--- config.mk ---
export PLATFORM = sky130hd
export DESIGN_NAME = riscv_muldiv
export DESIGN_NICKNAME = d
export VERILOG_FILES = /design/src/rtl/riscv_muldiv.sv
export SDC_FILE = /design/constraint.sdc
export NUM_CORES = 1
export LEC_CHECK = 0
export BUFFER_PORTS_ARGS = -buffer_cell sky130_fd_sc_hd__buf_4
export CAP_MARGIN = 30
export CORE_ASPECT_RATIO = 0.6
export CORE_MARGIN = 3
export CORE_UTILIZATION = 35
export CTS_CLUSTER_DIAMETER = 50
export DETAILED_ROUTE_END_ITERATION = 10
export PLACE_DENSITY = 0.54
export SLEW_MARGIN = 10
export SYNTH_ARGS = -nofsm -noshare
export SYNTH_HDL_FRONTEND = slang
export SYNTH_SLANG_ARGS = --single-unit
--- constraint.sdc ---
create_clock -name clk_i -period 5.9 [get_ports clk_i]
set_input_delay 1.18 -clock clk_i [delete_from_list [all_inputs] [get_ports clk_i]]
set_output_delay 1.18 -clock clk_i [all_outputs]
set_load 0.05 [all_outputs]
--- src/rtl/riscv_muldiv.sv ---
// riscv_muldiv: iterative RV32M multiply/divide unit for the execute stage.
// Multiply uses shift-add on a 64-bit accumulator. Divide uses restoring division.
// Both retire one bit per cycle. The pipeline stalls while busy_o is high.
module riscv_muldiv (
    input  logic        clk_i,
    input  logic        rst_i,
    input  logic        valid_i,
    input  logic [2:0]  op_i,
    input  logic [31:0] a_i,
    input  logic [31:0] b_i,
    input  logic        kill_i,
    output logic        busy_o,
    output logic        done_o,
    output logic [31:0] result_o
);

    typedef enum logic [1:0] {
        ST_IDLE = 2'd0,
        ST_ITER = 2'd1,
        ST_FIX  = 2'd2,
        ST_DONE = 2'd3
    } state_t;

    // Two's complement negation helpers
    function automatic logic [31:0] neg32(input logic [31:0] v);
        return ~v + 32'd1;
    endfunction

    function automatic logic [63:0] neg64(input logic [63:0] v);
        return ~v + 64'd1;
    endfunction

    state_t      state_r;
    logic [2:0]  op_r;
    logic [63:0] acc_r;       // mul: {product_hi, multiplier}; div: {remainder, quotient}
    logic [31:0] opb_r;       // mul: |multiplicand|; div: |divisor|
    logic [4:0]  cnt_r;
    logic        neg_res_r;   // product / quotient must be negated
    logic        neg_rem_r;   // remainder must be negated
    logic        busy_r;
    logic        done_r;
    logic [31:0] result_r;

    logic        a_signed_s;
    logic        b_signed_s;
    logic        sa_s;
    logic        sb_s;
    logic [31:0] a_mag_s;
    logic [31:0] b_mag_s;
    logic        div_zero_s;
    logic [32:0] mul_sum_s;
    logic [63:0] mul_next_s;
    logic [32:0] div_top_s;
    logic [31:0] div_diff_s;
    logic [63:0] div_next_s;
    logic [63:0] iter_next_s;
    logic [63:0] prod_s;
    logic [31:0] quot_s;
    logic [31:0] rem_s;
    logic [31:0] fix_result_s;

    // Decode operand signedness and form magnitudes of the incoming operands
    always_comb begin
        a_signed_s = 1'b0;
        b_signed_s = 1'b0;
        case (op_i)
            3'b000, 3'b001, 3'b100, 3'b110: begin
                a_signed_s = 1'b1;
                b_signed_s = 1'b1;
            end
            3'b010: begin
                a_signed_s = 1'b1;
                b_signed_s = 1'b0;
            end
            default: begin
                a_signed_s = 1'b0;
                b_signed_s = 1'b0;
            end
        endcase
        sa_s = a_signed_s & a_i[31];
        sb_s = b_signed_s & b_i[31];
        if (sa_s) begin
            a_mag_s = neg32(a_i);
        end else begin
            a_mag_s = a_i;
        end
        if (sb_s) begin
            b_mag_s = neg32(b_i);
        end else begin
            b_mag_s = b_i;
        end
        div_zero_s = op_i[2] & (b_i == 32'd0);
    end

    // One radix-2 step of the multiply or divide datapath
    always_comb begin
        mul_sum_s = {1'b0, acc_r[63:32]} + {1'b0, opb_r};
        if (acc_r[0]) begin
            mul_next_s = {mul_sum_s, acc_r[31:1]};
        end else begin
            mul_next_s = {1'b0, acc_r[63:32], acc_r[31:1]};
        end
        // Shifted remainder needs 33 bits; it fits back in 32 after the trial subtract
        div_top_s  = acc_r[63:31];
        div_diff_s = div_top_s[31:0] - opb_r;
        if (div_top_s >= {1'b0, opb_r}) begin
            div_next_s = {div_diff_s, acc_r[30:0], 1'b1};
        end else begin
            div_next_s = {div_top_s[31:0], acc_r[30:0], 1'b0};
        end
        if (op_r[2]) begin
            iter_next_s = div_next_s;
        end else begin
            iter_next_s = mul_next_s;
        end
    end

    // Sign fix-up and result selection
    always_comb begin
        if (neg_res_r) begin
            prod_s = neg64(acc_r);
            quot_s = neg32(acc_r[31:0]);
        end else begin
            prod_s = acc_r;
            quot_s = acc_r[31:0];
        end
        if (neg_rem_r) begin
            rem_s = neg32(acc_r[63:32]);
        end else begin
            rem_s = acc_r[63:32];
        end
        case (op_r)
            3'b000:                 fix_result_s = prod_s[31:0];
            3'b001, 3'b010, 3'b011: fix_result_s = prod_s[63:32];
            3'b100, 3'b101:         fix_result_s = quot_s;
            3'b110, 3'b111:         fix_result_s = rem_s;
            default:                fix_result_s = 32'd0;
        endcase
    end

    // Control FSM, working registers and registered outputs
    always_ff @(posedge clk_i or posedge rst_i) begin
        if (rst_i) begin
            state_r   <= ST_IDLE;
            op_r      <= 3'd0;
            acc_r     <= 64'd0;
            opb_r     <= 32'd0;
            cnt_r     <= 5'd0;
            neg_res_r <= 1'b0;
            neg_rem_r <= 1'b0;
            busy_r    <= 1'b0;
            done_r    <= 1'b0;
            result_r  <= 32'd0;
        end else begin
            case (state_r)
                ST_IDLE, ST_DONE: begin
                    done_r <= 1'b0;
                    busy_r <= 1'b0;
                    if (kill_i) begin
                        state_r <= ST_IDLE;
                    end else if (valid_i) begin
                        op_r <= op_i;
                        if (div_zero_s) begin
                            // REM/REMU return the dividend, DIV/DIVU return all ones
                            result_r <= op_i[1] ? a_i : 32'hFFFF_FFFF;
                            done_r   <= 1'b1;
                            state_r  <= ST_DONE;
                        end else begin
                            opb_r     <= op_i[2] ? b_mag_s : a_mag_s;
                            acc_r     <= {32'd0, (op_i[2] ? a_mag_s : b_mag_s)};
                            neg_res_r <= sa_s ^ sb_s;
                            neg_rem_r <= sa_s;
                            cnt_r     <= 5'd31;
                            busy_r    <= 1'b1;
                            state_r   <= ST_ITER;
                        end
                    end else begin
                        state_r <= ST_IDLE;
                    end
                end
                ST_ITER: begin
                    if (kill_i) begin
                        busy_r  <= 1'b0;
                        state_r <= ST_IDLE;
                    end else begin
                        acc_r <= iter_next_s;
                        if (cnt_r == 5'd0) begin
                            state_r <= ST_FIX;
                        end else begin
                            cnt_r <= cnt_r - 5'd1;
                        end
                    end
                end
                ST_FIX: begin
                    busy_r <= 1'b0;
                    if (kill_i) begin
                        state_r <= ST_IDLE;
                    end else begin
                        result_r <= fix_result_s;
                        done_r   <= 1'b1;
                        state_r  <= ST_DONE;
                    end
                end
                default: begin
                    busy_r  <= 1'b0;
                    done_r  <= 1'b0;
                    state_r <= ST_IDLE;
                end
            endcase
        end
    end

    assign busy_o   = busy_r;
    assign done_o   = done_r;
    assign result_o = result_r;

endmodule
# == After elaboration in Yosys (flattened, before gate mapping) ==
# Index checks and enable logic that the tools add are counted.
# totals
mem_count,0
reg_bits,142
inputBits,71
wordCells,119
latchBits,0
ramBits,0
output_inout_bits,34
romBits,0
# op_classes
eq_ne,23
n_mul,0
n_addsub,8
muxes,47
n_lt_le_gt_ge,1
div,0
shifts,0
reduce_logical,19
n_bitwise,11
# ops
operator,n
$mux W64,8
$mux W32,11
$add A32 B1 Y32 const B,4
$not A32 Y32,4
$pmux W32 S4,1
$pmux W64 S2,1
$add A64 B1 Y64 const B,1
$not A64 Y64,1
$pmux W32 S2,1
$add A32 B32 Y33,1
$ge A33 B32 Y1,1
$logic_not A32 Y1,1
$sub A32 B32 Y32,1
$mux W5,5
$eq A3 B3 Y1 const B,6
$ne A2 B2 Y1 const B,8
$mux W2,6
$mux W1,10
$pmux W5 S2,1
$reduce_and A5 Y1,2
$eq A3 B2 Y1 const B,3
$eq A3 B1 Y1 const B,2
$logic_not A3 Y1,2
$pmux W2 S3,1
20 further kinds,27

# == Longest topological paths before layout ==
# logic_depth
ltp_word,10
ltp_mapped,15

# == Least setup slack after synthesis ==
# No wires, ideal clock.
# synth_timing
kind,input port to flip-flop
startpoint,input port b_i[5]
endpoint,register result_r[27] (netlist: result_o[27])
slack_ns,2.071
stages,10
required_ns,5.764
path_buffers,1
setup_time_ns,0.136
arrival_time_ns,3.693
path_cell_list,or4_1 > or4_1 > or3_1 > nor2_4 > nand3_1 > and2_1 > clkbuf_1 > or3_1 > o21ai_0 > nor3_1
# synth_via
elab_chain_len,4
# synth_lines
item,line,source
"start, declared",10,"input logic [31:0] b_i,"
$logic_not A32 Y1,92,div_zero_s = op_i[2] & (b_i == 32'd0);
$and A1 B1 Y1,92,
$ne A2 B2 Y1 (no source line),--,
$reduce_and A5 Y1 (no source line),--,
"end signal, assigned",165,result_r <= op_i[1] ? a_i : 32'hFFFF_FFFF;
"end signal, assigned",199,result_r <= fix_result_s;
"end, declared",42,logic [31:0] result_r;
# No other way between the ends.
# A chain may end at the register's enable or synchronous reset.

# == Worst setup path after layout ==
# layout_timing
startpoint,input port b_i[5]
endpoint,register result_r[23] (netlist: result_o[23])
# Same word-level chain as after synthesis.

==> results.yml <==
die:
  core_area_mm2: 0.0413
  dieArea_mm2: 0.0453
  die_w_um: 273
  rows: 57
  start_util_pct: 36.2
  pin_count: 105
  die_height_um: 166
sta:
  setup_viol: 0
  report.final.slew_viol_count: 0
  period_share_pct: 78.4
  slew_headroom_pct: 33.2
  hold_viol: 0
  rsz0062_at_grt: "no"
  hold_ws_ps: 499
  fin_crit_ps: 4620
  tightestPinTransition_ps: 1000
  fmaxAchievable_mhz: 216
  clock_skew_ps: 15.8
  finalSetupTns_ps: 0
synth:
  synthArstFlopShare_pct: 100
  synth_nets: 2168
  synth_ff_type: "dfrtp_1"
  synth_warnings: 0
  synth_edf_count: 0
  postSynthCellCount: 2023
  ys_seq_area_share_pct: 23.8
  synth-seq-cells: 142
  avgSynthCellArea_um2: 7.38
  netlist_area_mm2: 0.0149
  ys_types: 77
grt:
  antenna_found_initial: 5
  grt.overflow.total: 0
  grt_use_total_pct: 28.0
  grt_max_degree: 61
  grt_pass1_wl_um: 95300
  grt_pass1_vias: 14200
clock_network:
  cts.clk_slew.worst_paths_ps: 70
  clk_latency_ps: 450
  post-cts-setup-buffer-count: 0
  clockBufferDepth: 2
  cts.sinks: 142
  cts_hold_buf: 0
  cts_root_buf: "clkbuf_16"
  htreeDepth: 4
  cts_tree: "done"
  cts_buffers: 17
  cts_resized: 0
layout:
  final_nets: 2195
  fill_cells: 4275
  areaGrowthSynthToFinish_pct: 12.9
  seq_area_mm2: 0.00355
  antenna_cells: 0
  final_common_cell: "nand2_1"
  drive_gt1_share_pct: 11.1
  final_cells: 2623
  multiInputGateArea_mm2: 0.0106
  mostFrequentLayoutCells: "205 x nand2_1, 204 x a21oi_1, 185 x nor2_1, 181 x o21ai_0"
  fin_util_pct: 40.8
drt:
  post_drt_wl_per_cell_um: 25.1
  viasPerCell: 6.15
  drt.antenna.violating_nets: 0
  routed_wl_um: 65800
  num_vias: 16100
  drc: 0
  drt-initial-drc-count: 2278
  firstDrtPassIters: 7
outcome:
  status: "finished clean"
critical_path:
  crit_path_end_kind: "flop"
  start_kind: "primary input"
  worstPathRequired_ps: 6220
  arrival_ps: 4950
  crit_path_max_fanout: 36
  worstSetupPathType: "in2reg"
placement:
  gp_congestion: 0.969
  place_inst: 2588
  port_buffers: 104
  hpwl_um: 51600
pwr:
  power.leakage_nw: 6.95
  p_per_area_mw_per_mm2: 645
  peakVddDrop_mv: 0.310
run:
  cap_violations: 0
min_path:
  hold_class: "reg2reg"
## per-stage QoR
step / area [um2] / worst slack [ps] / power, mW
after floorplan: 14900 / 910 / 7.03
after global placement: 16200 / 944 / 9.38
after detailed placement: 16200 / 949 / 9.43
after CTS: 16800 / 1400 / 10.6
after global routing: 16900 / 967 / 11.5
final: 16900 / 1280 / 10.9
## layer usage
metal	GRT usage, %	vias to the layer above	part of all wire (%)
met3	13.5	77	16
met2	33.0	927	35
li1	-	7437	-
met4	4.82	8	1.3
met5	2.84	-	0.28
met1	44.0	7679	47
## power breakdown
part           internal [mW]  switching, mW  leakage [nW]
registers               1.40          0.764          1.72
clock network          0.648          0.488         0.283
logic                   2.63           4.94          4.94
## sequential cells by signal, summed over array words and instances (netlist names), 2 cells and up
signal,count
acc_r,64
cnt_r,5
op_r,3
opb_r,32
result_o,32
state_r,2
## path summary, 6_finish.rpt
path | from | end | slack, ps | cells past startpoint
max | b_i[5] | result_o[23]$_DFFE_PP0P_ | 1280 | 11
min | result_o[14]$_DFFE_PP0P_ | result_o[14]$_DFFE_PP0P_ | 500 | 2
max reg2reg | acc_r[33]$_DFFE_PP0P_ | acc_r[63]$_DFFE_PP0P_ | 1570 | 11
min reg2reg | result_o[14]$_DFFE_PP0P_ | result_o[14]$_DFFE_PP0P_ | 500 | 2
max in group asynchronous | rst_i | acc_r[47]$_DFFE_PP0P_ | 4000 | 3
min in group asynchronous | rst_i | result_o[14]$_DFFE_PP0P_ | 760 | 2
## critical path: stages
cell and delay, ps:
buf_4 120, or4_1 570, or4_1 510, or3_1 440
nor2_4 210, nand3_1 360, nand2_1 180, buf_4 340
nand2_1 450, a2111oi_0 450, nor3_1 110
## synth_stat cells (16+ instances only)
| master | number | area (um2) |
|---|---|---|
| o21ai_0 | 181 | 906 |
| nor3_1 | 73 | 365 |
| xor2_1 | 78 | 683 |
| a211oi_1 | 45 | 338 |
| nor2b_1 | 24 | 150 |
| a21o_1 | 28 | 210 |
| dfrtp_1 | 142 | 3550 |
| ha_1 | 72 | 901 |
| o31ai_1 | 26 | 195 |
| or4_1 | 16 | 120 |
| clkbuf_1 | 120 | 450 |
| a31oi_1 | 35 | 219 |
| inv_1 | 79 | 297 |
| nand2_1 | 205 | 769 |
| nor2_1 | 185 | 694 |
| a21oi_1 | 205 | 1030 |
| mux2i_1 | 37 | 370 |
| o211ai_1 | 34 | 255 |
| or3_1 | 44 | 275 |
| xnor2_1 | 91 | 797 |
| nand3_1 | 33 | 165 |
| mux2_2 | 25 | 282 |
## cell families after synthesis
family	count (synthesis)	synth area share [%]
adders and majority gates	74	6.30
and+or+nand+nor	668	21.0
xor gates and xnor gates	169	9.91
DFF	142	23.8
buffers and inverters	218	5.60
muxes	62	4.37
AOI/OAI and AO/OA	690	29.0
## final cells by class
class                   count  area share (%)
multi-input cells        1663            62.7
flip-flops and latches    142            21.1
repair buffers            146            6.69
well taps                 560            4.16
clock buffers              20            2.71
inverters                  80            1.81
clock inverters            12           0.809
(Power assumes the default switching activity.)
